$ cat config.mk
export PLATFORM = sky130hd
export DESIGN_NAME = bram_stream_fifo
export DESIGN_NICKNAME = d
export VERILOG_FILES = /design/src/rtl/bram_stream_fifo.sv
export SDC_FILE = /design/constraint.sdc
export NUM_CORES = 1
export LEC_CHECK = 0
export BUFFER_PORTS_ARGS = -buffer_cell sky130_fd_sc_hd__buf_4
export CAP_MARGIN = 40
export CORE_UTILIZATION = 35
export CTS_CLUSTER_DIAMETER = 120
export DETAILED_ROUTE_END_ITERATION = 8
export GPL_ROUTABILITY_DRIVEN = 0
export PLACE_DENSITY = 0.61
export SYNTH_ARGS = -nofsm -noshare
export SYNTH_HDL_FRONTEND = slang
export SYNTH_SLANG_ARGS = --single-unit
export TNS_END_PERCENT = 100
$ cat constraint.sdc
create_clock -name clk_i -period 3.95 [get_ports clk_i]
set_clock_uncertainty 0.15 [all_clocks]
set_input_delay 0.5925 -clock clk_i [delete_from_list [all_inputs] [get_ports clk_i]]
set_output_delay 0.5925 -clock clk_i [all_outputs]
set_load 0.005 [all_outputs]
$ cat src/rtl/bram_stream_fifo.sv
// Valid/ready stream FIFO controller for an external true-dual-port BRAM (A writes, B reads),
// with a 2-entry output stage that hides the read latency. Optional: BRAM_STREAM_FIFO_LEVEL_EN.
module bram_stream_fifo #(
  parameter int unsigned DataWidth = 16,
  parameter int unsigned AddrWidth = 9
) (
  input  logic                 clk_i,
  input  logic                 rst_n_i,
  input  logic                 flush_i,
  input  logic                 s_valid_i,
  output logic                 s_ready_o,
  input  logic [DataWidth-1:0] s_data_i,
  output logic                 m_valid_o,
  input  logic                 m_ready_i,
  output logic [DataWidth-1:0] m_data_o,
  output logic [AddrWidth-1:0] addra_o,
  output logic                 ena_o,
  output logic                 wea_o,
  output logic [DataWidth-1:0] dina_o,
  output logic [AddrWidth-1:0] addrb_o,
  output logic                 enb_o,
  output logic                 web_o,
  input  logic [DataWidth-1:0] doutb_i
`ifdef BRAM_STREAM_FIFO_LEVEL_EN
  ,
  output logic [AddrWidth+1:0] level_o
`endif
);

  localparam logic [AddrWidth:0] MemDepth = {1'b1, {AddrWidth{1'b0}}};
  localparam logic [AddrWidth:0] PtrOne   = {{AddrWidth{1'b0}}, 1'b1};

  logic [AddrWidth:0]   wr_ptr_q, wr_ptr_d, rd_ptr_q, rd_ptr_d, mem_cnt;
  logic                 rd_pend_q, rd_pend_d;
  logic                 alive_q;
  logic [1:0]           out_cnt_q, out_cnt_d;
  logic [DataWidth-1:0] head_q, head_d, skid_q, skid_d;
  logic                 full, push, pop, rd;
  logic [2:0]           stage_used;

  always_comb begin
    mem_cnt    = wr_ptr_q - rd_ptr_q;
    full       = (mem_cnt == MemDepth);
    // alive_q keeps s_ready_o low while reset is asserted
    s_ready_o  = alive_q & ~full & ~flush_i;
    push       = s_valid_i & s_ready_o;
    m_valid_o  = (out_cnt_q != 2'd0);
    m_data_o   = head_q;
    pop        = m_valid_o & m_ready_i;
    stage_used = {1'b0, out_cnt_q} + {2'b00, rd_pend_q};
    rd         = (mem_cnt != '0) && !flush_i && (stage_used < (3'd2 + {2'b00, pop}));

    ena_o   = push;
    wea_o   = push;
    addra_o = wr_ptr_q[AddrWidth-1:0];
    dina_o  = push ? s_data_i : '0;
    enb_o   = rd;
    addrb_o = rd_ptr_q[AddrWidth-1:0];
    web_o   = 1'b0;
  end

  always_comb begin
    wr_ptr_d  = push ? wr_ptr_q + PtrOne : wr_ptr_q;
    rd_ptr_d  = rd ? rd_ptr_q + PtrOne : rd_ptr_q;
    rd_pend_d = rd;
    head_d    = head_q;
    skid_d    = skid_q;
    out_cnt_d = out_cnt_q;

    case (out_cnt_q)
      2'd0: begin
        if (rd_pend_q) begin
          head_d    = doutb_i;
          out_cnt_d = 2'd1;
        end
      end
      2'd1: begin
        if (rd_pend_q && pop) begin
          head_d = doutb_i;
        end else if (rd_pend_q) begin
          skid_d    = doutb_i;
          out_cnt_d = 2'd2;
        end else if (pop) begin
          out_cnt_d = 2'd0;
        end
      end
      default: begin
        // A capture while holding two words only happens together with a pop
        if (pop) begin
          head_d = skid_q;
          if (rd_pend_q) skid_d = doutb_i;
          else           out_cnt_d = 2'd1;
        end
      end
    endcase

    if (flush_i) begin
      wr_ptr_d  = '0;
      rd_ptr_d  = '0;
      rd_pend_d = 1'b0;
      out_cnt_d = 2'd0;
    end
  end

  always_ff @(posedge clk_i or negedge rst_n_i) begin
    if (!rst_n_i) begin
      wr_ptr_q  <= '0;
      rd_ptr_q  <= '0;
      rd_pend_q <= 1'b0;
      out_cnt_q <= 2'd0;
      head_q    <= '0;
      skid_q    <= '0;
      alive_q   <= 1'b0;
    end else begin
      wr_ptr_q  <= wr_ptr_d;
      rd_ptr_q  <= rd_ptr_d;
      rd_pend_q <= rd_pend_d;
      out_cnt_q <= out_cnt_d;
      head_q    <= head_d;
      skid_q    <= skid_d;
      alive_q   <= 1'b1;
    end
  end

`ifdef BRAM_STREAM_FIFO_LEVEL_EN
  always_comb begin
    level_o = {1'b0, mem_cnt} + {{(AddrWidth+1){1'b0}}, rd_pend_q}
            + {{AddrWidth{1'b0}}, out_cnt_q};
  end
`endif

endmodule

; Word level (Yosys, flattened, before mapping)
; Cells that the tools add are included.
[totals]
register_bits = 56
in_bits = 37
out_inout_bits = 56
word_cells = 66
[op_classes]
addsub = 5
order_cmp = 1
n_eq_ne = 9
mux = 22
n_bitwise = 7
n_reduce_logical = 15
[op_table]
columns = op, count
row1 = 2-to-1 mux 16 bit, 7
row2 = case mux 16 bit (2 select lines), 2
row3 = 2-to-1 mux 10 bit, 4
row4 = "adder 10 x 1 -> 10 bit, second input constant", 2
row5 = 2-to-1 mux 2 bit, 7
row6 = "== test 10 bit, second input constant", 1
row7 = nonzero test 10 bit, 1
row8 = subtractor 10 bit, 1
row9 = nonzero test 2 bit, 4
row10 = "!= test 2 bit, second input constant", 3
row11 = "!= test 3 bit, second input constant", 2
row12 = AND reduction 3 bit, 2
row13 = AND reduction 5 bit, 1
row14 = bitwise AND 1 bit, 4
row15 = "!= test 4 x 2 -> 1 bit, second input constant", 1
row16 = "!= test 4 bit, second input constant", 1
row17 = case mux 2 bit (2 select lines), 1
row18 = nonzero test 4 bit, 1
row19 = adder 2 x 1 -> 3 bit, 1
row20 = "adder 2 x 1 -> 3 bit, first input constant", 1
row21 = logical AND 1 bit, 3
row22 = less-than comparator 3 bit, 1
row23 = NOT 1 bit, 3
row24 = nonzero test 3 bit, 1
row25 = other kinds (4), 4

; Depth between registers and ports, before layout
[logic_depth]
depth_word = 8
mapped_depth = 11

; Worst setup path after synthesis
; Ideal clock, no wire load.
[synth_timing]
kind = register to output
from = reg rd_ptr_q[1]
to = out dina_o[10]
t_arrival_ns = 2.410
required_time_ns = 3.207
slack_ns = 0.797
stages_incl_launch_ff = 12
path_buffers = 1
cell_sequence = dfrtp_1 > inv_1 > ha_1 > nor2b_4 > o31a_4 > o21a_1 > o211ai_1 > o2111ai_2 > o211ai_4 > nor2_2 > buf_2 > and2_1
[synth_between]
elab_chain_len = 7
[synth_lines]
columns = element, line
row1 = start: declaration, 33  ; logic [AddrWidth:0] wr_ptr_q, wr_ptr_d, rd_ptr_q, rd_ptr_d, mem_cnt;
row2 = start signal: assignment, 116  ; rd_ptr_q <= rd_ptr_d;
row3 = subtractor 10 bit, 42  ; mem_cnt = wr_ptr_q - rd_ptr_q;
row4 = == test 10 bit, 43  ; full = (mem_cnt == MemDepth);
row5 = NOT 1 bit, 45  ; s_ready_o = alive_q & ~full & ~flush_i;
row6 = bitwise AND 1 bit (2 in a row), 45
row7 = bitwise AND 1 bit, 46  ; push = s_valid_i & s_ready_o;
row8 = via ena_o, 17  ; output logic ena_o,
row9 = 2-to-1 mux 16 bit, 56  ; dina_o = push ? s_data_i : '0;
row10 = end: declaration, 19  ; output logic [DataWidth-1:0] dina_o,
; The timed path passes the listed nets, and every way through them passes these cells.

; Worst setup path after layout
[layout_timing]
from = reg wr_ptr_q[4]
to = out dina_o[7]
[layout_between]
elab_chain_len = 7
[layout_lines]
columns = element, line
row1 = start: declaration, 33
row2 = start signal: assignment, 115  ; wr_ptr_q <= wr_ptr_d;
row3 = subtractor 10 bit, 42
row4 = == test 10 bit, 43
row5 = NOT 1 bit, 45
row6 = bitwise AND 1 bit (2 in a row), 45
row7 = bitwise AND 1 bit, 46
row8 = 2-to-1 mux 16 bit, 56
; Every way passes these cells.

==> metrics.csv <==
metric,value,unit
io_buffers,91,
cp.required,3.21,ns
ant_nets,0,
finalSetupTns,0,ns
status,"finished, final reports clean",
start_util,0.359,
switching_share,0.335,
layout.nets,461,
ff2ff_setup_slack,0.81,ns
switchingPower,629,uW
worst_slew_pin_slew,0.753,ns
drv_slew,0,
clk_pin_slew,0.10,ns
final-setup-viol-count,0,
dr.pass1.iters,4,
final-hold-violation-count,0,
clk_latency,0.31,ns
grt_pass1_vias,2529,
timing.fmax,0.267,GHz
viasPerCell,5.14,
drive_above_1_share,0.320,
combPwrFrac,0.372,
endpoint_kind,output port,
yosysWarnings,0,
num_vias,2687,
fillers,901,
cts_max_level,2,
ys_ff_latch,56,
antennaDiodeCount,0,
yosys.area.top_type,dfrtp_1,
area_growth,22.6,%
synth_edf_count,0,
grt_max_degree,57,
crit_path_start_kind,flop,
grtUsageMet3,0.0288,
synthDominantCellAreaShare,0.424,
drc_errors,0,
total_leakage_power,0.00180,uW
period_minus_slack,3.74,ns
cts_tree,yes,
setup_ws,0.206,ns
drtIter0Drc,210,
grt_pass1_wl,12000,um
root_buffer,clkbuf_8,
die_h,99.1,um
grt-ovfl-total,0,
die_width,99.1,um
r2r_start,rd_ptr_q[1],
cap_violations,0,
clkPwrFrac,0.172,
holdBufCountCts,0,
critPathMaxStageDelay,0.49,ns
rows,35,
hold_path_class,input port to async pin,
power_density,464,nW/um2
crit_type,flop to output port,
busiest_layer,met2,
synthesis.nets,391,
r2r-end,rd_ptr_q[9],
rsz0062_at_grt,false,
wl_per_cell,14.3,um
met1_usage,0.200,
dp_hpwl,5370,um
cts_sinks,56,
synth_area_leaders,"dfrtp_1 42%, a21oi_1 6.4%, mux2i_1 5.5%",
fin_crit_sh,0.948,
grt_antenna_before_repair,0,
internal-power,1250,uW
design.core.area,9200,um2
io_pins,93,
drt_wl_total,7480,um
arrival,3.00,ns
crit_path_frequent_cell,and2_1,
async_reset_ff_frac,1.00,
maxSlewHeadroom,0.497,
synth_ff_type,dfrtp_1,
seqPwrFrac,0.456,
synth.avg_cell_area,9.69,um2
reg2reg_depth,11,
syn_area,3300,um2
crit_path_cell_trace,ha_1 -> or2_1 -> and2_1 -> o31ai_1 -> a2111oi_2 -> o2111ai_2 -> o211ai_4 -> nor2_4 -> and2_1 -> buf_4,
clock_path_buffers,2,
pre_cts_slack,0.482,ns
met2_usage,0.260,
synthCells,341,
die_area,9830,um2
path_max_fanout,18,
yosysUniqueCellTypes,44,
cts_buffers,5,
yosysSeqAreaShare,0.424,
critPathSlowestCell,dfrtp_1,
ir_drop,0.194,mV
grt_use_total,0.153,
metrics by stage:
step | std cells | hold WS, ns | cell area, um2 | total power, uW | utilization
after global routing | 523 | 0.232 | 4050 | 2010 | 0.440
final | 523 | 0.174 | 4050 | 1880 | 0.440
after floorplan | 341 | 0.147 | 3300 | 1300 | -
after CTS | 522 | 0.200 | 4040 | 1900 | 0.439
after global placement | 514 | 0.336 | 3950 | 1550 | 0.429
after detailed placement | 514 | 0.344 | 3950 | 1570 | 0.429
flip-flops by register name, summed over array words and instances (netlist names):
| name | count |
|---|---|
| m_data_o | 16 |
| skid_q | 16 |
| rd_ptr_q | 10 |
| wr_ptr_q | 10 |
| out_cnt_q | 2 |
| alive_q | 1 |
| rd_pend_q | 1 |
what timing repair did:
| action | in CTS | in global routing |
|---|---|---|
| resized for setup | 0 | 2 |
| setup buffers | 0 | 1 |
| endpoints found under the setup margin | 0 | 16 |
worst max-delay path by stage:
stage | start | end | slack, ns | cells after the start
after floorplan | rd_ptr_q[1] | dina_o[10] | 0.80 | 11
after global placement | rd_ptr_q[4] | dina_o[14] | 0.54 | 11
after detailed placement | rd_ptr_q[4] | dina_o[7] | 0.48 | 11
after CTS | rd_ptr_q[4] | dina_o[7] | 0.12 | 11
after global routing | wr_ptr_q[6] | dina_o[7] | 0.04 | 9
final | wr_ptr_q[4] | dina_o[7] | 0.21 | 10
power groups by stage:
stage,Combinational (uW),Clock [uW],Sequential (uW)
detailed placement,702,0,871
global route,777,354,883
CTS,703,336,859
global placement,691,0,862
finish,700,324,856
floorplan,448,0,847
critical path, delay by kind of cell, from the launching register on:
kind,cells,cell delay (ns)
buffers and inverters,1,0.13
adder cells (fa/ha/maj),1,0.42
flip-flops,1,0.49
AO/OA/AOI/OAI,4,1.05
AND/OR/NAND/NOR,4,0.58
cell families (layout without fill, tap and decap cells):
kind of cell | Yosys count | in the layout | share of synthesized area
AO/OA/AOI/OAI | 85 | 85 | 0.162
AND/OR/NAND/NOR | 95 | 95 | 0.152
multiplexers | 34 | 34 | 0.109
other | 2 | 2 | 0.00227
adder cells (fa/ha/maj) | 13 | 13 | 0.0492
buffers and inverters | 49 | 120 | 0.0822
flip-flops | 56 | 56 | 0.424
XOR/XNOR | 7 | 7 | 0.0186
routing by layer:
| layer | vias to the layer above | wire [um] | share of wire |
|---|---|---|---|
| met4 | 0 | 76 | 0.010 |
| met5 | - | 0 | 0 |
| met3 | 5 | 383 | 0.051 |
| met1 | 1283 | 3360 | 0.45 |
| met2 | 80 | 3660 | 0.49 |
| li1 | 1319 | - | - |
layout by cell type, fill, tap and decap left out, types with 2 or more instances in the layout:
cell and instances:
or4_1 5, xnor2_1 4, o211ai_1 3, clkbuf_8 5
o21a_1 2, o21ai_0 17, or2_2 2, xor2_1 3
o31ai_1 7, conb_1 2, inv_1 16, and2_1 17
nor3_1 2, o21ai_1 2, dfrtp_1 55, ha_1 13
nand2_1 12, nand3_1 5, a22oi_1 2, mux2_2 16
nor2_1 29, a21oi_1 41, or3_1 13, o2111ai_2 2
mux2i_1 18, buf_4 96, nand4_1 4
area by class of cell:
class | count | area [um2] | share of cell area
clock inverters | 2 | 16.3 | 0.00402
repair buffers | 96 | 721 | 0.178
well taps | 111 | 139 | 0.0343
multi-input cells | 236 | 1640 | 0.405
clock buffers | 6 | 72.6 | 0.0179
inverters | 16 | 60.1 | 0.0148
flip-flops and latches | 56 | 1400 | 0.346
synthesized netlist by cell type (4+ instances only):
master and number:
a21oi_1 42, mux2_2 16, nand3_1 5, nor2_1 29
inv_1 16, o31ai_1 7, o21ai_0 17, mux2i_1 18
or3_1 13, clkbuf_1 9, or4_1 5, ha_1 13
and2_1 17, nand2_1 12, nand4_1 4, buf_4 21
xnor2_1 4, dfrtp_1 56
(Power assumes the default switching activity.)
